**config.mk**
```make
export PLATFORM = sky130hd
export DESIGN_NAME = sd_spi_master
export DESIGN_NICKNAME = d
export VERILOG_FILES = /design/src/rtl/sd_spi_master.sv
export SDC_FILE = /design/constraint.sdc
export NUM_CORES = 1
export LEC_CHECK = 0
export ABC_AREA = 0
export CORE_ASPECT_RATIO = 0.9
export CORE_MARGIN = 8
export CORE_UTILIZATION = 57
export DETAILED_ROUTE_END_ITERATION = 6
export PLACE_DENSITY = 0.95
export SETUP_SLACK_MARGIN = 0.15
export SYNTH_ARGS = -nofsm -noshare
export SYNTH_HDL_FRONTEND = slang
export SYNTH_SLANG_ARGS = --single-unit
```
**constraint.sdc**
```tcl
create_clock -name clk -period 4.7 [get_ports clk]
set_input_delay 0.94 -clock clk [delete_from_list [all_inputs] [get_ports clk]]
set_output_delay 0.94 -clock clk [all_outputs]
set_load 0.02 [all_outputs]
```
**src/rtl/sd_spi_master.sv**
```systemverilog
// sd_spi_master: SPI mode-0 master. Each accepted start sends one N-bit frame, MSB first.
// SCLK is derived from clk, and each SCLK half-period lasts CLKDIV clk cycles.
// Ports:
//   clk      system clock; all state changes on its rising edge
//   reset    asynchronous, active-high reset
//   start    transfer request; sampled only while idle
//   tx_data  frame to send; captured when start is accepted
//   cs_keep  captured with start; 1 keeps cs_n low after this frame
//   miso     serial data from the card
//   sclk     SPI clock; low when idle
//   mosi     serial data to the card; high when idle
//   cs_n     card select, active low
//   rx_data  last received frame; valid from done until the next done
//   busy     high while a transfer is in progress
//   done     one-cycle pulse when a frame completes
module sd_spi_master #(
  parameter int unsigned N      = 8,
  parameter int unsigned CLKDIV = 4
) (
  input  logic         clk,
  input  logic         reset,
  input  logic         start,
  input  logic [N-1:0] tx_data,
  input  logic         cs_keep,
  input  logic         miso,
  output logic         sclk,
  output logic         mosi,
  output logic         cs_n,
  output logic [N-1:0] rx_data,
  output logic         busy,
  output logic         done
);

  localparam int unsigned CW = $clog2(CLKDIV + 1);
  localparam int unsigned BW = $clog2(N);

  typedef enum logic [2:0] {
    S_IDLE,
    S_SETUP,
    S_HIGH,
    S_LOW,
    S_FINISH
  } state_t;

  state_t         state;
  logic [CW-1:0]  div_cnt;
  logic [BW-1:0]  bit_cnt;
  logic [N-1:0]   tx_sr;
  logic [N-1:0]   rx_sr;
  logic           keep_l;
  logic           div_last;

  // Flags the final clk cycle of the current SCLK half-period.
  assign div_last = (div_cnt == CW'(CLKDIV - 1));

  // Frame sequencer. The shift register holds the bits that have not been sent yet,
  // with the next bit in the MSB position. Because the register refills with ones,
  // mosi returns high by itself after the last bit.
  always_ff @(posedge clk or posedge reset) begin
    if (reset) begin
      state   <= S_IDLE;
      sclk    <= 1'b0;
      mosi    <= 1'b1;
      cs_n    <= 1'b1;
      busy    <= 1'b0;
      done    <= 1'b0;
      rx_data <= '0;
      tx_sr   <= '1;
      rx_sr   <= '0;
      div_cnt <= '0;
      bit_cnt <= '0;
      keep_l  <= 1'b0;
    end else begin
      done <= 1'b0;
      case (state)
        S_IDLE: begin
          if (start) begin
            // Bit N-1 goes out on mosi now; the rest waits in the register.
            tx_sr   <= {tx_data[N-2:0], 1'b1};
            mosi    <= tx_data[N-1];
            keep_l  <= cs_keep;
            cs_n    <= 1'b0;
            busy    <= 1'b1;
            div_cnt <= '0;
            bit_cnt <= '0;
            state   <= S_SETUP;
          end
        end
        S_SETUP: begin
          if (div_last) begin
            div_cnt <= '0;
            sclk    <= 1'b1;
            state   <= S_HIGH;
          end else begin
            div_cnt <= div_cnt + CW'(1);
          end
        end
        S_HIGH: begin
          if (div_last) begin
            // Capture miso at the end of the high phase, just before the falling edge.
            rx_sr   <= {rx_sr[N-2:0], miso};
            div_cnt <= '0;
            sclk    <= 1'b0;
            state   <= S_LOW;
          end else begin
            div_cnt <= div_cnt + CW'(1);
          end
        end
        S_LOW: begin
          if (div_last) begin
            div_cnt <= '0;
            mosi    <= tx_sr[N-1];
            tx_sr   <= {tx_sr[N-2:0], 1'b1};
            if (bit_cnt == BW'(N - 1)) begin
              done    <= 1'b1;
              busy    <= 1'b0;
              rx_data <= rx_sr;
              cs_n    <= ~keep_l;
              state   <= S_FINISH;
            end else begin
              bit_cnt <= bit_cnt + BW'(1);
              sclk    <= 1'b1;
              state   <= S_HIGH;
            end
          end else begin
            div_cnt <= div_cnt + CW'(1);
          end
        end
        S_FINISH: begin
          // A start arriving during this cycle is dropped, not queued.
          state <= S_IDLE;
        end
        default: begin
          state <= S_IDLE;
        end
      endcase
    end
  end

endmodule

```
==> results_dict.tcl <==
set metrics [dict create \
    final_cell_mix "mux2_2 (32), dfrtp_1 (29), clkdlybuf4s50_1 (25)" \
    finalSetupViolCount 0 \
    period_minus_slack_ps 2410 \
    grt_usage_pct 13.1 \
    post_cts_buffers 0 \
    cp_num_cells 1 \
    crit_chain "clkdlybuf4s50_1" \
    worst-path-buf-inv 1 \
    cts_buffers 5 \
    cp_slowest_stage_delay_ps 600 \
    start_util_pct 57.8 \
    syn_inst 124 \
    nets 168 \
    place.gp.congestion 0.817 \
    n_fill_cell 225 \
    crit_fanout 2 \
    required_ps 3760 \
    area_growth_pct 21.4 \
    drive_gt1_share_pct 34.6 \
    fin_crit_sh_pct 51.3 \
    start_kind "register" \
    crit_slowest_cell "clkdlybuf4s50_1" \
    clk_pin_slew_ps 100 \
    h-tree-depth 2 \
    critical_path_class "register to output port" \
    clock_latency_ps 330 \
    drv_cap 0 \
    arrival_ps 1470 \
    drv_slew 0 \
    antenna_found_initial 0 \
    worst_pin_slew_ps 570 \
    die_x_um 73.6 \
    n_antenna_cell 0 \
    final_common_cell "mux2_2" \
    finalNonFillerCells 195 \
    clock-sinks 38 \
    drt_iter0_drc 63 \
    syn-num-nets 140 \
    rows 19 \
    synth_cell_types 34 \
    io_pins 26 \
    cts_tree "yes" \
    relSlewSlack_pct 61.9 \
    io_buffers 25 \
    synth.area.top_cells "dfrtp_1 (43%), mux2_2 (21%), dfstp_2 (14%)" \
    synth.top_cell.area_share_pct 42.6 \
    leakage_nw 0.891 \
    wl_per_cell_um 14.9 \
    num_vias 1044 \
    seq_area_um2 962 \
    die-height_um 67.9 \
    timing.reg2reg.worst_path_depth 4 \
    multi_input_area_um2 699 \
    fin_tns_setup_ps 0 \
    postRouteAntennaNets 0 \
    rsz0062_at_grt "false" \
    drtPass1Iterations 4 \
    grt_pass1_vias 1091 \
    synth_seq_cells 38 \
    dp_cells 187 \
    timing.rr.start "div_cnt[0]" \
    dpl.hpwl_mm 2.18 \
    syn_area_um2 1700 \
    ir_worst_vdd_mv 0.342 \
    min_from "keep_l" \
    power.total_w 0.00119 \
    core_region_area_um2 2950 \
    ctsHoldBuffers 0 \
    dpl-instance-area_um2 1980 \
    root_buffer "clkbuf_4" \
    via_per_inst 5.35 \
    clockBufferDepth 2 \
    cp_top_family "buffers and inverters" \
    design.die.area_um2 5000 \
    wl_mm 2.91 \
    synth_area_per_cell_um2 13.7 \
    grt_pass1_wl_mm 4.94 \
    synth_top_area_cell "dfrtp_1" \
    cts_resized 0 \
    finalInstanceArea_um2 2070 \
    powerDensity_nw_per_um2 573 \
    ys_seq_area_share_pct 56.5 \
    fmax_mhz 415 \
    post-route-util_pct 70.2 \
    finalClockSkew_ps 9.93 \
    critPathLaunch "cs_n" \
    holdPathStages 1 \
    grt_max_degree 39 \
    overflow 0 \
    hold_path.class "register to register" \
    status "complete, no violations" \
    hold_viol 0 \
    drc 0 \
    end_kind "output port" \
    ys_warn_count 0 \
]
[final timing paths]
kind | endpoint | slack, ps
setup / recovery | cs_n | 2290
hold / removal | cs_n | 440
setup reg to reg | rx_data[2] | 2770
hold reg to reg | cs_n | 440
max in group asynchronous | tx_sr[4] | 3360
min in group asynchronous | rx_sr[2] | 1000
[routing by layer]
layer / vias to the layer above / global-route usage, % / part of all wire [%]
met2: 31 / 21.3 / 50
met4: 0 / 5.22 / 1.3
met3: 5 / 5.86 / 7.5
li1: 508 / - / -
met5: - / 0 / 0
met1: 500 / 14.8 / 41
[power breakdown]
group | total, W | switching (W) | leakage (nW) | internal [W]
clock | 0.000222 | 0.0000949 | 0.0455 | 0.000127
combinational | 0.000413 | 0.000172 | 0.378 | 0.000241
sequential | 0.000551 | 0.0000900 | 0.468 | 0.000461
[cells in the mapped netlist (all sizes together)]
cell    instances
o311a           1
ha              3
a22o            2
mux2           32
nor3b           1
nand3b          2
and2            2
nand4b          1
a21oi           4
a21boi          1
nor4b           1
o21ai           5
o22a            1
dfstp           9
o41ai           2
buf             3
or3b            2
nand2           2
and3            1
nor2b           3
a41oi           1
mux2i           1
a211o           1
inv             3
and4            1
nand2b          1
dfrtp          29
nor3            3
nor2            4
clkbuf          2
[registers in the layout (all words and copies together), names as in the netlist]
| signal | count |
|---|---|
| rx_data | 8 |
| done | 1 |
| sclk | 1 |
| bit_cnt | 3 |
| rx_sr | 8 |
| keep_l | 1 |
| state | 3 |
| div_cnt | 3 |
| mosi | 1 |
| tx_sr | 7 |
| cs_n | 1 |
| busy | 1 |
[area by class of cell]
cell class | count | share of cell area, %
sequential | 38 | 46.5
multi-input combinational | 78 | 33.8
timing repair buffer | 26 | 12.5
clock buffer | 7 | 2.66
tap | 42 | 2.54
clock inverter | 1 | 1.45
inverter | 3 | 0.544
[stage by stage]
step / hold WS [ps] / setup slack, ps
after global placement: 395 / 2140
after floorplan: 388 / 2710
after CTS: 431 / 2260
final: 440 / 2290
after global routing: 458 / 2210
after detailed placement: 412 / 2100
[cells by family after synthesis]
| group | share of synthesized area, % |
|---|---|
| muxes | 21.7 |
| and+or+nand+nor | 9.18 |
| DFF | 56.5 |
| AOI/OAI and AO/OA | 7.93 |
| buffers and inverters | 2.50 |
| adders and majority gates | 2.20 |
No activity file was read; power rests on OpenSTA's default activity.
